===== src/rtl/updown_counter_n.sv =====
// Modulo-N up/down counter with synchronous clear/load, wrap or saturate at the
// limits, a combinational terminal-count flag, a registered wrap pulse and a sticky ovf flag.
module updown_counter_n #(
  parameter int unsigned     WIDTH    = 8,
  parameter longint unsigned MODULUS  = 64'd1 << WIDTH,
  parameter bit              SATURATE = 1'b0
) (
  input  logic             clk,
  input  logic             reset,
  input  logic             enable,
  input  logic             up,
  input  logic             clear,
  input  logic             load,
  input  logic [WIDTH-1:0] load_value,
  output logic [WIDTH-1:0] count,
  output logic             tc,
  output logic             wrap,
  output logic             ovf
);

  localparam logic [WIDTH-1:0] MAXV = WIDTH'(MODULUS - 64'd1);

  logic [WIDTH-1:0] r_count;
  logic             r_wrap;
  logic             r_ovf;

  logic [WIDTH-1:0] w_count_nx;
  logic             w_wrap_nx;
  logic             w_ovf_nx;
  logic             w_limit;
  logic             w_lv_ok;
  logic [WIDTH-1:0] w_step;

  // w_limit: the next enabled step in the current direction leaves 0..MODULUS-1
  assign w_limit = up ? (r_count == MAXV) : (r_count == '0);
  assign w_lv_ok = 64'(load_value) < MODULUS;
  assign w_step  = up ? (r_count + WIDTH'(1)) : (r_count - WIDTH'(1));

  assign tc    = enable & w_limit;
  assign count = r_count;
  assign wrap  = r_wrap;
  assign ovf   = r_ovf;

  always_comb begin
    w_count_nx = r_count;
    w_wrap_nx  = 1'b0;
    w_ovf_nx   = r_ovf;
    if (clear) begin
      w_count_nx = '0;
      w_ovf_nx   = 1'b0;
    end else if (load) begin
      w_count_nx = w_lv_ok ? load_value : MAXV;
    end else if (enable) begin
      if (w_limit) begin
        w_ovf_nx = 1'b1;
        if (!SATURATE) begin
          w_count_nx = up ? '0 : MAXV;
          w_wrap_nx  = 1'b1;
        end
      end else begin
        w_count_nx = w_step;
      end
    end
  end

  always_ff @(posedge clk or posedge reset) begin
    if (reset) begin
      r_count <= '0;
      r_wrap  <= 1'b0;
      r_ovf   <= 1'b0;
    end else begin
      r_count <= w_count_nx;
      r_wrap  <= w_wrap_nx;
      r_ovf   <= w_ovf_nx;
    end
  end

endmodule


===== config.mk =====
export PLATFORM = sky130hd
export DESIGN_NAME = updown_counter_n
export DESIGN_NICKNAME = d
export VERILOG_FILES = /design/src/rtl/updown_counter_n.sv
export SDC_FILE = /design/constraint.sdc
export NUM_CORES = 1
export LEC_CHECK = 0
export CAP_MARGIN = 40
export CORE_MARGIN = 1.5
export CORE_UTILIZATION = 50
export CTS_CLUSTER_DIAMETER = 40
export DETAILED_ROUTE_END_ITERATION = 10
export PLACE_DENSITY = 0.93
export SYNTH_ARGS = -nofsm -noshare
export SYNTH_HDL_FRONTEND = slang
export SYNTH_SLANG_ARGS = --single-unit

===== constraint.sdc =====
create_clock -name clk -period 2.9 [get_ports clk]
set_clock_uncertainty 0.1 [all_clocks]
set_input_delay 0.58 -clock clk [delete_from_list [all_inputs] [get_ports clk]]
set_output_delay 0.58 -clock clk [all_outputs]
set_load 0.02 [all_outputs]

==> impl_metrics.json, run 1 <==
{
  "status": "completed",
  "antenna_found_initial": 0,
  "io_pins": 25,
  "slew_headroom_pct": 68.8,
  "setup_ws_ns": 0.110,
  "combPwrFrac_pct": 42.2,
  "dp_hpwl_mm": 2.00,
  "fin_util_pct": 77.9,
  "critPathMaxFanout": 6,
  "fp.dieH_um": 44.7,
  "hold_buffers": 0,
  "place_area_um2": 1180,
  "overflow": 0,
  "clk_path_buf_depth": 2,
  "startpoint_type": "input port",
  "drv_slew": 0,
  "slowest_stage": "or4b_4",
  "cts_tree": "done",
  "ys_warn_count": 0,
  "leakagePower_uw": 0.000597,
  "fmax_mhz": 358,
  "tightest_slew_ns": 0.466,
  "finalCriticalPeriod_ns": 2.79,
  "grt_use_total_pct": 29.6,
  "grt_max_degree": 14,
  "ys_seq_elements": 10,
  "min_period_over_period_pct": 96.2,
  "drive_gt1_share_pct": 13.5,
  "io_buffers": 24,
  "initial_core_util_pct": 55.9,
  "rsz0062_at_grt": "false",
  "synth_seq_area_share_pct": 28.7,
  "die_width_um": 44.7,
  "root_buffer": "clkbuf_4",
  "wl_per_cell_um": 16.7,
  "htree_levels": 1,
  "cts_buffers": 3,
  "syn_area_um2": 871,
  "hold_viol": 0,
  "cap_violations": 0,
  "synth-edff-count": 0,
  "drt_iter0_drc": 48,
  "grt_pass1_vias": 933,
  "min_path_type": "reg -> reg",
  "synth_top_area_cell": "dfrtp_1",
  "cpLargestDelayFamily": "buffers and inverters",
  "route.detailed.drc": 0,
  "seqPwrFrac_pct": 33.0,
  "vias_per_cell": 6.31,
  "first_pass_iters": 4,
  "vias": 990,
  "row_count": 14,
  "crit_buf_inv": 3,
  "post_cts_buffers": 0,
  "yosysMostFrequentCell": "a21oi_1",
  "fin_cells": 157,
  "fin_area_um2": 1210,
  "synth_top_area_share_pct": 28.7,
  "grt_pass1_wl_mm": 4.28,
  "cts.reportedPaths.clkPinSlew_ns": 0.07,
  "whs_ns": 0.413,
  "synthFlopType": "dfrtp_1",
  "async_flop_share_pct": 100,
  "yosys-top-cells-area": "dfrtp_1, ha_1, a21oi_1",
  "power.internal_uw": 332,
  "end_kind": "flip-flop",
  "ant_nets": 0,
  "drt-total-wl_mm": 2.63,
  "synthToLayoutAreaGrowth_pct": 39.5,
  "place_inst": 153,
  "nets": 163,
  "worstSetupPathType": "in -> reg",
  "synth_common_cells": "a21oi_1, dfrtp_1, inv_1",
  "mappedNetlistNets": 128,
  "cp.arrival_ns": 2.89,
  "syn_inst": 107,
  "syn_avg_cell_area_um2": 8.14,
  "switching_share_pct": 34.8,
  "path_cells": "clkdlybuf4s50_1 -> buf_4 -> inv_1 -> ha_1 -> o21ai_0 -> or4b_4 -> and4_4 -> o21ai_1 -> o2bb2ai_1",
  "clockPowerShare_pct": 24.8,
  "gp_congestion": 0.822,
  "coreArea_um2": 1560,
  "synth_cell_types": 35,
  "finalSetupViolations": 0,
  "cpPeakStageDelay_ns": 0.55,
  "die_area_um2": 2000,
  "worstSkewPairLatency_ns": 0.27,
  "cp.required_ns": 3.00,
  "num_antenna_cells": 0,
  "pre_cts_slack_ns": -0.204,
  "clock_sinks": 10,
  "p_switching_uw": 178,
  "vdd_drop_max_v": 0.000354,
  "p_per_area_nw_per_um2": 420
}
area by class of cell:
class / count / area, um^2
repair buffers: 32 / 295
multi-input cells: 85 / 576
flip-flops and latches: 10 / 250
inverters: 10 / 37.5
well taps: 16 / 20.0
fillers: 107 / 344
clock buffers: 4 / 36.3
through the flow:
| step | power [uW] | TNS [ns] |
|---|---|---|
| final | 510 | 0 |
| after global routing | 540 | 0 |
| after CTS | 508 | 0 |
| after detailed placement | 381 | -0.330 |
| after global placement | 369 | -0.205 |
| after floorplan | 290 | 0 |
timing repair:
item                                    4_1_cts  5_1_grt
endpoints found under the setup margin        1        1
endpoints found under the hold margin         0        0
gates resized for setup                       1        2
power by group through the flow:
stage	Sequential [uW]	Clock (uW)	Combinational, uW
final	168	127	215
after global placement	169	0	200
after detailed placement	170	0	211
after floorplan	179	0	112
after global routing	169	136	235
after CTS	167	128	212
worst paths after layout:
path                       slack, ns  startpoint  endpoint  cells past startpoint
min reg2reg                     0.41         ovf       ovf                      2
max reg2reg                     0.78    count[2]  count[7]                      6
min in group asynchronous       0.48       reset  count[0]                      2
max in group asynchronous       1.95       reset      wrap                      2
max                             0.11          up  count[7]                      9
min                             0.41         ovf       ovf                      2
sequential cells by signal, summed over array words and instances (netlist names):
| register | flops |
|---|---|
| wrap | 1 |
| count | 8 |
| ovf | 1 |
routing by layer:
layer / up-vias / wire length, um / track usage (%)
met3: 8 / 186 / 7.60
met5: - / 0 / 0
met4: 0 / 37 / 6.67
met2: 65 / 1320 / 51.6
li1: 460 / - / -
met1: 457 / 1080 / 36.6
layout by cell type, fill, tap and decap left out, drive strengths merged:
cell type / instances
nor2b: 1
a221o: 1
clkbuf: 5
a31oi: 4
nand4: 1
dfrtp: 10
nor3: 1
inv: 10
mux2i: 1
buf: 8
xnor2: 1
fa: 1
ha: 6
nand2b: 2
and4: 1
o2bb2ai: 2
nor4: 1
and2: 1
nand2: 8
or2: 1
or3: 2
and3: 5
nor2: 8
nand3: 2
a211oi: 2
clkdlybuf4s50: 23
xor2: 3
a221oi: 2
o22ai: 1
o21ai: 7
a21oi: 13
or4b: 1
a21o: 6
cell families after synthesis:
kind of cell,after synthesis,share of synthesized area [%]
simple gates,35,22.1
buf+inv,12,5.17
fa+ha+maj,7,10.9
compound gates,38,27.9
mux,1,1.15
xor+xnor,4,4.02
flops,10,28.7
worst min-delay path: cells and delay by family, from the launching register on:
kind,cells,cell delay [ns]
AND/OR/NAND/NOR,1,0.08
flip-flops,1,0.35
AO/OA/AOI/OAI,1,0.05
No activity file was read; power rests on OpenSTA's default activity.
==> run 2: changes to the inputs <==
--- a/config.mk
+++ b/config.mk
@@ -7,10 +7,10 @@
 export LEC_CHECK = 0
 export CAP_MARGIN = 40
 export CORE_MARGIN = 1.5
-export CORE_UTILIZATION = 50
+export CORE_UTILIZATION = 45
 export CTS_CLUSTER_DIAMETER = 40
 export DETAILED_ROUTE_END_ITERATION = 10
-export PLACE_DENSITY = 0.93
+export PLACE_DENSITY = 0.86
 export SYNTH_ARGS = -nofsm -noshare
 export SYNTH_HDL_FRONTEND = slang
 export SYNTH_SLANG_ARGS = --single-unit
==> impl_metrics.json, run 2 (synthesis results as in run 1) <==
{
  "status": "completed",
  "io_pins": 25,
  "hold_path_end": "ovf",
  "fmax_mhz": 359,
  "gp_congestion": 0.817,
  "path_cells": "clkdlybuf4s50_1 -> nand2_1 -> or3_1 -> and2_1 -> nor2_1 -> dlygate4sd2_1",
  "r2r-end": "count[7]",
  "vias_per_cell": 5.76,
  "route.detailed.drc": 0,
  "whs_ns": 0.413,
  "vias": 979,
  "startpoint_type": "input port",
  "clock_sinks": 10,
  "ant_nets": 0,
  "power_uw": 515,
  "final_cell_mix": "clkdlybuf4s50_1, a21oi_1, buf_4",
  "io_buffers": 24,
  "cts.reportedPaths.clkPinSlew_ns": 0.06,
  "cpPeakStageDelay_ns": 0.51,
  "fill_cells": 146,
  "cap_violations": 0,
  "grt_max_degree": 14,
  "num_antenna_cells": 0,
  "htree_levels": 1,
  "post_cts_buffers": 0,
  "grt_use_total_pct": 27.0,
  "wl_per_cell_um": 15.4,
  "vdd_drop_max_v": 0.000361,
  "drt_iter0_drc": 41,
  "hold_path_depth": 2,
  "first_pass_iters": 4,
  "die_area_um2": 2210,
  "hold_buffers": 0,
  "die_width_um": 47.0,
  "drive_gt1_share_pct": 15.2,
  "largest_reg_flops": 8,
  "leakagePower_uw": 0.000619,
  "critPathMaxFanout": 2,
  "cp.arrival_ns": 2.10,
  "fin_setup_tns_ns": 0,
  "min_path_type": "reg -> reg",
  "cts_buffers": 3,
  "postCtsResizedCells": 1,
  "slew_headroom_pct": 68.6,
  "nets": 167,
  "overflow": 0,
  "cts_tree": "done",
  "worstSetupStartpoint": "up",
  "antenna_found_initial": 0,
  "rsz0062_at_grt": "false",
  "min_period_over_period_pct": 96.0,
  "r2r_slack_ns": 0.83,
  "root_buffer": "clkbuf_4",
  "reg2regPathDepth": 6,
  "p_per_area_nw_per_um2": 408,
  "end_kind": "output port",
  "worstSetupPathType": "in -> out",
  "drv_slew": 0,
  "reg2reg_from": "count[3]",
  "grt_use_met2_pct": 45.5,
  "grt_pass1_vias": 914,
  "finalSetupViolations": 0,
  "fp.dieH_um": 47.0,
  "fin_util_pct": 71.4,
  "final_common_cell": "clkdlybuf4s50_1",
  "cp.required_ns": 2.22,
  "worstSkewPairLatency_ns": 0.27,
  "synthToLayoutAreaGrowth_pct": 44.7,
  "drt-total-wl_mm": 2.62,
  "coreArea_um2": 1760,
  "finalCriticalPeriod_ns": 2.78,
  "top_usage_layer": "met2",
  "grtUsageMet1_pct": 32.8,
  "clk_path_buf_depth": 2,
  "grtUsageMet3_pct": 8.08,
  "grt_pass1_wl_mm": 4.15,
  "hold_viol": 0,
  "initial_core_util_pct": 49.4,
  "tightest_slew_ns": 0.470,
  "slowest_stage": "clkdlybuf4s50_1",
  "dp_hpwl_mm": 2.04,
  "row_count": 15,
  "holdCritStartpoint": "ovf"
}
## run 2: cell type report
type | instances | area, um^2 | share of cell area (%)
flip-flops and latches | 10 | 250 | 19.9
well taps | 25 | 31.3 | 2.48
multi-input cells | 85 | 576 | 45.7
inverters | 10 | 37.5 | 2.98
clock buffers | 4 | 36.3 | 2.88
repair buffers | 36 | 329 | 26.1
## run 2: metrics by stage
stage	instances	setup slack (ns)	cell area [um^2]
after floorplan	107	0.682	871
after global placement	166	-0.141	1220
after detailed placement	166	-0.142	1220
after CTS	170	0.127	1260
after global routing	170	0.0588	1260
final	170	0.117	1260
## run 2: report_power, final
| group | switching, uW | internal [uW] |
|---|---|---|
| clock network | 48.7 | 76.3 |
| registers | 18.3 | 150 |
| logic | 110 | 111 |
## run 2: how the worst max path moves through the flow
| stage | end | slack, ns | cells after the start |
|---|---|---|---|
| after global placement | tc | -0.14 | 6 |
| after floorplan | count[7] | 0.68 | 7 |
| after detailed placement | tc | -0.14 | 6 |
| after CTS | tc | 0.13 | 6 |
| final | tc | 0.12 | 6 |
| after global routing | tc | 0.06 | 6 |
## run 2: routing by layer
layer	vias to the layer above	wire (um)
li1	466	-
met1	453	1080
met2	54	1270
met3	6	213
met4	0	58
met5	-	0
## run 2: worst max-delay path: cells and delay by family
family / cells / cell delay [ns]
buf+inv: 2 / 0.84
simple gates: 4 / 0.68
